`config.mk`:
```
export PLATFORM = sky130hd
export DESIGN_NAME = time_set_sequencer_flat
export DESIGN_NICKNAME = d
export VERILOG_FILES = /design/src/rtl/time_set_sequencer_if.sv /design/src/rtl/time_set_sequencer.sv /design/src/flat_wrapper.sv
export SDC_FILE = /design/constraint.sdc
export NUM_CORES = 1
export LEC_CHECK = 0
export ABC_AREA = 1
export CAP_MARGIN = 20
export CORE_AREA = 2 2 110 112
export DETAILED_ROUTE_END_ITERATION = 10
export DIE_AREA = 0 0 112 114
export GPL_TIMING_DRIVEN = 0
export PLACE_DENSITY = 0.68
export SKIP_LAST_GASP = 1
export SYNTH_ARGS = -nofsm -noshare
export SYNTH_HDL_FRONTEND = slang
export SYNTH_SLANG_ARGS = --single-unit
```
`constraint.sdc`:
```
create_clock -name clk -period 1.75 [get_ports clk]
set_input_delay 0.35 -clock clk [delete_from_list [all_inputs] [get_ports clk]]
set_output_delay 0.35 -clock clk [all_outputs]
set_load 0.01 [all_outputs]
```
`src/rtl/time_set_sequencer_if.sv`:
```
// Button, current-time and time-entry signals between the set sequencer and its surroundings.
// The master modport is the sequencer; the slave modport is the buttons and time datapath.
interface time_set_sequencer_if;
    logic       btn_next;
    logic       btn_up;
    logic       btn_down;
    logic [4:0] cur_hrs;
    logic [5:0] cur_min;
    logic [5:0] cur_sec;
    logic [2:0] mode;
    logic [5:0] val;
    logic       run_en;
    logic       blink;

    modport master (
        input  btn_next, btn_up, btn_down, cur_hrs, cur_min, cur_sec,
        output mode, val, run_en, blink
    );

    modport slave (
        output btn_next, btn_up, btn_down, cur_hrs, cur_min, cur_sec,
        input  mode, val, run_en, blink
    );
endinterface

```
`src/rtl/time_set_sequencer.sv`:
```
// Button-driven time-entry sequencer: RUN -> hours -> minutes -> seconds -> RUN.
// Define AUTO_REPEAT_EN to enable hold-to-repeat stepping on up/down.
module time_set_sequencer #(
    parameter int unsigned BLINK_DIV      = 25_000_000,
    parameter int unsigned TIMEOUT_CYCLES = 500_000_000,
    parameter int unsigned REPEAT_DELAY   = 50_000_000,
    parameter int unsigned REPEAT_RATE    = 10_000_000
) (
    input logic                  clk,
    input logic                  rst_n,
    time_set_sequencer_if.master bus_io
);
    localparam int unsigned BlinkW = (BLINK_DIV > 1) ? $clog2(BLINK_DIV) : 1;
    localparam int unsigned IdleW  = (TIMEOUT_CYCLES > 1) ? $clog2(TIMEOUT_CYCLES) : 1;

    // Encoding is chosen so the state value is the mode output directly.
    typedef enum logic [1:0] {
        StRun = 2'd0,
        StSec = 2'd1,
        StMin = 2'd2,
        StHrs = 2'd3
    } state_e;

    state_e            state_q, state_d, state_nxt;
    logic [2:0]        sync1_q, sync2_q, prev_q, btn_rise;  // {down, up, next}
    logic [5:0]        val_q, val_d, load_val, field_max;
    logic [IdleW-1:0]  idle_q, idle_d;
    logic [BlinkW-1:0] bcnt_q, bcnt_d;
    logic              blink_q, blink_d;
    logic              rep_up, rep_dn;
    logic              step_up, step_dn, restart, activity;

    assign btn_rise = sync2_q & ~prev_q;

`ifdef AUTO_REPEAT_EN
    localparam int unsigned RepMax = (REPEAT_DELAY > REPEAT_RATE) ? REPEAT_DELAY : REPEAT_RATE;
    localparam int unsigned RepW   = (RepMax > 1) ? $clog2(RepMax) : 1;

    logic [RepW-1:0] rep_cnt_q, rep_cnt_d;
    logic            rep_phase_q, rep_phase_d, rep_fire, held_alone;

    assign held_alone = sync2_q[1] ^ sync2_q[2];

    // The press cycle itself counts as the first held cycle of the delay.
    always_comb begin
        rep_cnt_d   = rep_cnt_q;
        rep_phase_d = rep_phase_q;
        rep_fire    = 1'b0;
        if (!held_alone) begin
            rep_cnt_d   = '0;
            rep_phase_d = 1'b0;
        end else if (btn_rise[1] || btn_rise[2]) begin
            rep_cnt_d   = RepW'(1);
            rep_phase_d = 1'b0;
        end else if (!rep_phase_q) begin
            if (rep_cnt_q == RepW'(REPEAT_DELAY - 1)) begin
                rep_fire    = 1'b1;
                rep_cnt_d   = '0;
                rep_phase_d = 1'b1;
            end else begin
                rep_cnt_d = rep_cnt_q + 1'b1;
            end
        end else if (rep_cnt_q == RepW'(REPEAT_RATE - 1)) begin
            rep_fire  = 1'b1;
            rep_cnt_d = '0;
        end else begin
            rep_cnt_d = rep_cnt_q + 1'b1;
        end
    end

    always_ff @(posedge clk) begin
        if (!rst_n) begin
            rep_cnt_q   <= '0;
            rep_phase_q <= 1'b0;
        end else begin
            rep_cnt_q   <= rep_cnt_d;
            rep_phase_q <= rep_phase_d;
        end
    end

    assign rep_up = rep_fire & sync2_q[1];
    assign rep_dn = rep_fire & sync2_q[2];
`else
    logic unused_rep_params;
    assign unused_rep_params = ^{REPEAT_DELAY, REPEAT_RATE};
    assign rep_up = 1'b0;
    assign rep_dn = 1'b0;
`endif

    always_comb begin
        state_nxt = StRun;
        load_val  = 6'd0;
        unique case (state_q)
            StRun: begin
                state_nxt = StHrs;
                load_val  = (bus_io.cur_hrs > 5'd23) ? 6'd23 : {1'b0, bus_io.cur_hrs};
            end
            StHrs: begin
                state_nxt = StMin;
                load_val  = bus_io.cur_min;
            end
            StMin: begin
                state_nxt = StSec;
                load_val  = bus_io.cur_sec;
            end
            StSec: begin
                state_nxt = StRun;
                load_val  = val_q;
            end
        endcase
    end

    always_comb begin
        state_d   = state_q;
        val_d     = val_q;
        idle_d    = idle_q;
        bcnt_d    = bcnt_q;
        blink_d   = blink_q;
        step_up   = 1'b0;
        step_dn   = 1'b0;
        restart   = 1'b0;
        activity  = btn_rise[1] | btn_rise[2] | rep_up | rep_dn;
        field_max = (state_q == StHrs) ? 6'd23 : 6'd59;

        if (btn_rise[0]) begin
            state_d = state_nxt;
            val_d   = load_val;
            idle_d  = '0;
            restart = 1'b1;
        end else if (state_q != StRun) begin
            // Up and down together cancel; repeat only fires with no fresh press.
            if (btn_rise[1] && !btn_rise[2]) begin
                step_up = 1'b1;
            end else if (btn_rise[2] && !btn_rise[1]) begin
                step_dn = 1'b1;
            end else if (!btn_rise[1] && !btn_rise[2]) begin
                step_up = rep_up;
                step_dn = rep_dn;
            end

            if (activity) begin
                idle_d = '0;
            end else if (idle_q == IdleW'(TIMEOUT_CYCLES - 1)) begin
                state_d = StRun;
            end else begin
                idle_d = idle_q + 1'b1;
            end

            if (step_up) begin
                val_d   = (val_q == field_max) ? 6'd0 : val_q + 6'd1;
                restart = 1'b1;
            end else if (step_dn) begin
                val_d   = (val_q == 6'd0) ? field_max : val_q - 6'd1;
                restart = 1'b1;
            end
        end

        if (state_d == StRun) begin
            idle_d  = '0;
            bcnt_d  = '0;
            blink_d = 1'b1;
        end else if (restart) begin
            bcnt_d  = '0;
            blink_d = 1'b1;
        end else if (bcnt_q == BlinkW'(BLINK_DIV - 1)) begin
            bcnt_d  = '0;
            blink_d = ~blink_q;
        end else begin
            bcnt_d = bcnt_q + 1'b1;
        end
    end

    always_ff @(posedge clk) begin
        if (!rst_n) begin
            sync1_q <= 3'b000;
            sync2_q <= 3'b000;
            prev_q  <= 3'b000;
            state_q <= StRun;
            val_q   <= 6'd0;
            idle_q  <= '0;
            bcnt_q  <= '0;
            blink_q <= 1'b1;
        end else begin
            sync1_q <= {bus_io.btn_down, bus_io.btn_up, bus_io.btn_next};
            sync2_q <= sync1_q;
            prev_q  <= sync2_q;
            state_q <= state_d;
            val_q   <= val_d;
            idle_q  <= idle_d;
            bcnt_q  <= bcnt_d;
            blink_q <= blink_d;
        end
    end

    assign bus_io.mode   = {1'b0, state_q};
    assign bus_io.val    = val_q;
    assign bus_io.run_en = (state_q == StRun);
    assign bus_io.blink  = blink_q;
endmodule

```
`src/flat_wrapper.sv`:
```
// flat-port wrapper written by rule: the top's interface ports become plain ports
module time_set_sequencer_flat 
#(
    parameter int unsigned BLINK_DIV      = 25_000_000,
    parameter int unsigned TIMEOUT_CYCLES = 500_000_000,
    parameter int unsigned REPEAT_DELAY   = 50_000_000,
    parameter int unsigned REPEAT_RATE    = 10_000_000
)
  (clk, rst_n, bus_io_btn_next, bus_io_btn_up, bus_io_btn_down, bus_io_cur_hrs, bus_io_cur_min, bus_io_cur_sec, bus_io_mode, bus_io_val, bus_io_run_en, bus_io_blink);
  time_set_sequencer_if bus_io_i ();
  input logic clk;
  input logic rst_n;
  input wire logic [$bits(bus_io_i.btn_next)-1:0] bus_io_btn_next;
  input wire logic [$bits(bus_io_i.btn_up)-1:0] bus_io_btn_up;
  input wire logic [$bits(bus_io_i.btn_down)-1:0] bus_io_btn_down;
  input wire logic [$bits(bus_io_i.cur_hrs)-1:0] bus_io_cur_hrs;
  input wire logic [$bits(bus_io_i.cur_min)-1:0] bus_io_cur_min;
  input wire logic [$bits(bus_io_i.cur_sec)-1:0] bus_io_cur_sec;
  output wire logic [$bits(bus_io_i.mode)-1:0] bus_io_mode;
  output wire logic [$bits(bus_io_i.val)-1:0] bus_io_val;
  output wire logic [$bits(bus_io_i.run_en)-1:0] bus_io_run_en;
  output wire logic [$bits(bus_io_i.blink)-1:0] bus_io_blink;
  assign bus_io_i.btn_next = bus_io_btn_next;
  assign bus_io_i.btn_up = bus_io_btn_up;
  assign bus_io_i.btn_down = bus_io_btn_down;
  assign bus_io_i.cur_hrs = bus_io_cur_hrs;
  assign bus_io_i.cur_min = bus_io_cur_min;
  assign bus_io_i.cur_sec = bus_io_cur_sec;
  assign bus_io_mode = bus_io_i.mode;
  assign bus_io_val = bus_io_i.val;
  assign bus_io_run_en = bus_io_i.run_en;
  assign bus_io_blink = bus_io_i.blink;
  time_set_sequencer #(.BLINK_DIV(BLINK_DIV), .TIMEOUT_CYCLES(TIMEOUT_CYCLES), .REPEAT_DELAY(REPEAT_DELAY), .REPEAT_RATE(REPEAT_RATE)) u_core (.clk(clk), .rst_n(rst_n), .bus_io(bus_io_i));
endmodule
```
==> results.yml <==
outcome:
  outcome: "complete, but fails checks"
  failed_checks: "setup timing"
synth:
  ys_warn_count: 0
  synth_edf_count: 0
  synth.area.mux_share_pct: 0
  async_flop_share_pct: 0
  synth_ff_type: "dfxtp_1"
  synth_xor_area_share_pct: 6.57
  synth_nets: 776
  synth_area_leaders: "dfxtp_1, nand2_1, nor2_1"
  synthDistinctLibCells: 29
  synth-seq-area-share_pct: 31.8
  synth.most_common_cell: "nand2_1"
  synth_top_family_by_area: "simple AND/OR/NAND/NOR gates"
  synth-compound-area-share_pct: 6.99
  synth-adder-area-share_pct: 3.04
  synth_top_cell_by_area: "dfxtp_1"
  syn_inst: 743
  syn_avg_cell_area_um2: 6.10
  synthTopCellsByCount: "nand2_1, nor2_1, inv_1"
  yosysTopAreaCellShare_pct: 31.8
  netlist_area_um2: 4530
  ys_ff_latch: 72
  yosys.area_share.simple_pct: 40.7
critical_path:
  worst_ep_arrival_time_ns: 2.21
  worst-path-buf-inv: 4
  rr_worst_depth: 13
  start_kind: "register"
  required_ns: 1.99
  critPathCaptureType: "register"
  worstPathMaxFanout: 7
  cpMaxStageDelayCell: "dfxtp_4"
  critPathTopFamily: "simple AND/OR/NAND/NOR gates"
  reg2reg_from: "u_core.idle_q[0]$_SDFFE_PP0P_"
  cpPeakStageDelay_ns: 0.38
  r2r_end: "u_core.idle_q[25]$_SDFFE_PP0P_"
  cpMostUsedCell: "buf_12"
  worstSetupPathType: "register to register"
  worstPathCellList: "ha_4, inv_2, nor2_4, nand2_2, nor2_2, nand3_2, a21oi_2, nand2_4, nand3_4, buf_8, buf_12, buf_12, nor2_1"
  rrSetupSlack_ns: -0.22
cells_and_area:
  final_util_pct: 49.4
  fin_area_um2: 5780
  layout-drive-gt1-share_pct: 12.6
  final_nets: 836
  nFillCells: 1229
  area_delta_synth_final_pct: 27.6
  diodes: 0
detailed_routing:
  drtAntennaViolNets: 0
  vias: 4653
  wirelength_um: 12000
  firstDrtPassIters: 5
  routedWlPerCell_um: 12.5
  drt_iter0_drc: 263
  vias_per_cell: 4.87
  drc: 0
place:
  io_buffer_count: 31
  placed_cell_area_um2: 5070
  dp_hpwl_um: 8230
  dp_slack_ns: -0.497
  routabilityCongestion: 0.893
floorplanning:
  dieWidth_um: 112
  placementRows: 40
  core_area_um2: 11700
  dieArea_um2: 12800
  chipHeight_um: 114
  io-pin-count: 33
  initial_core_util_pct: 38.7
clock_tree:
  tritoncts: "yes"
  cts_hold_buf: 0
  h-tree-depth: 3
  clock-root-buffer: "clkbuf_16"
  clock_latency_ns: 0.35
  cts.path.max_buffers: 2
  cts.clk_slew.worst_paths_ns: 0.07
  cts_buffers: 9
  cts_sinks: 72
sta:
  skew_ns: 0.0113
  fmax_mhz: 508
  setup_viol: 59
  postLayoutSetupSlackWorst_ns: -0.217
  slew-limit-headroom_pct: 60.2
  rsz0062_at_grt: "true"
  period_minus_slack_ns: 1.97
  final_hold_viol_count: 0
  tightest_slew_ns: 0.596
  period_share_pct: 112
  slew_violations: 0
hold_path:
  holdPathStages: 2
  hold_path_end: "u_core.sync2_q[1]$_SDFF_PN0_"
  worstHoldStart: "u_core.sync1_q[1]$_SDFF_PN0_"
  hold_class: "register to register"
global_routing:
  grt_pass1_vias: 4344
  grt_max_degree: 15
  grtUsageTotal_pct: 19.5
  overflow: 0
  antenna_found_initial: 0
  grt_pass1_wl_um: 20200
pwr:
  leakagePower_nw: 2.16
  ir_drop_mv: 0.648
  powerDensity_nw_per_um2: 706
flow_run:
  max-cap-violations: 0
## kinds of logic after synthesis
family,count (synthesis)
and+or+nand+nor,446
other,1
adders and majority gates,11
buffers and inverters,121
xor gates and xnor gates,34
AOI/OAI and AO/OA,58
DFF,72
## placed cells by master, fill, tap and decap left out, drive strengths merged, types with 3 or more instances in the layout
master	instances
a21oi	26
a221oi	4
a31oi	4
buf	29
clkbuf	19
clkdlybuf4s50	30
clkinvlp	3
dfxtp	72
ha	11
inv	102
nand2	180
nand3	55
nand4	15
nor2	176
nor3	14
nor4	3
o21ai	23
xnor2	11
xor2	23
## stage by stage
stage | TNS [ns] | std cells | power [W] | hold slack (ns)
2_1_floorplan | -2.26 | 743 | 0.00204 | 0.390
3_3_place_gp | -24.02 | 921 | 0.00221 | 0.392
3_5_place_dp | -22.32 | 921 | 0.00221 | 0.398
4_1_cts | -13.45 | 951 | 0.00409 | 0.409
5_1_grt | -16.72 | 955 | 0.00424 | 0.420
6_report | -9.94 | 955 | 0.00408 | 0.410
## routing by layer
layer	GRT usage, %	vias up	part of all wire, %
li1	-	2438	-
met1	25.4	2051	46
met2	31.9	137	46
met3	3.40	27	5.7
met4	9.02	0	2.9
met5	0	-	0
## what timing repair did
| item | 4_1_cts | 5_1_grt |
|---|---|---|
| buffers inserted | 12 | 5 |
| setup endpoints to repair | 62 | 68 |
| resized for setup | 37 | 34 |
| endpoints found under the hold margin | 0 | 0 |
| gates cloned | 4 | 0 |
| pin swaps | 10 | 10 |
## worst max-delay path by stage
stage / slack, ns / cells after the start / end / startpoint
floorplan: -0.09 / 18 / u_core.idle_q[14]$_SDFFE_PP0P_ / u_core.sync2_q[1]$_SDFF_PN0_
global placement: -0.53 / 12 / u_core.idle_q[15]$_SDFFE_PP0P_ / u_core.idle_q[0]$_SDFFE_PP0P_
detailed placement: -0.50 / 12 / u_core.idle_q[20]$_SDFFE_PP0P_ / u_core.idle_q[0]$_SDFFE_PP0P_
CTS: -0.29 / 19 / u_core.idle_q[25]$_SDFFE_PP0P_ / u_core.sync2_q[1]$_SDFF_PN0_
global route: -0.33 / 17 / u_core.bcnt_q[14]$_SDFF_PP0_ / u_core.sync2_q[1]$_SDFF_PN0_
finish: -0.22 / 13 / u_core.idle_q[25]$_SDFFE_PP0P_ / u_core.idle_q[0]$_SDFFE_PP0P_
## tightest hold or removal path: stages, from the launching register on
cell and delay (ns):
dfxtp_1 0.30, nand2_1 0.05, inv_1 0.03
## sequential cells by signal, summed over array words and instances (netlist names)
name,flops
u_core.sync2_q,3
u_core.bus_io.blink,1
u_core.idle_q,29
u_core.bus_io.val,6
u_core.bcnt_q,25
u_core.sync1_q,3
u_core.prev_q,3
u_core.state_q,2
## final cells by class
class	instances	area, µm²	share of cell area (%)
Inverter	100	375	6.49
Buffer	18	145	2.51
Clock inverter	7	53.8	0.931
Multi-Input combinational cell	550	2780	48.1
Sequential cell	72	1450	25.1
Tap cell	147	184	3.18
Timing Repair Buffer	52	564	9.76
Clock buffer	9	225	3.90
## power by group
part	total [W]	internal, W	switching [W]
Clock	0.00178	0.000972	0.000804
Combinational	0.000616	0.000291	0.000325
Sequential	0.00169	0.00167	0.0000270
Total	0.00408	0.00293	0.00116
Power figures use the tool's default switching activity.
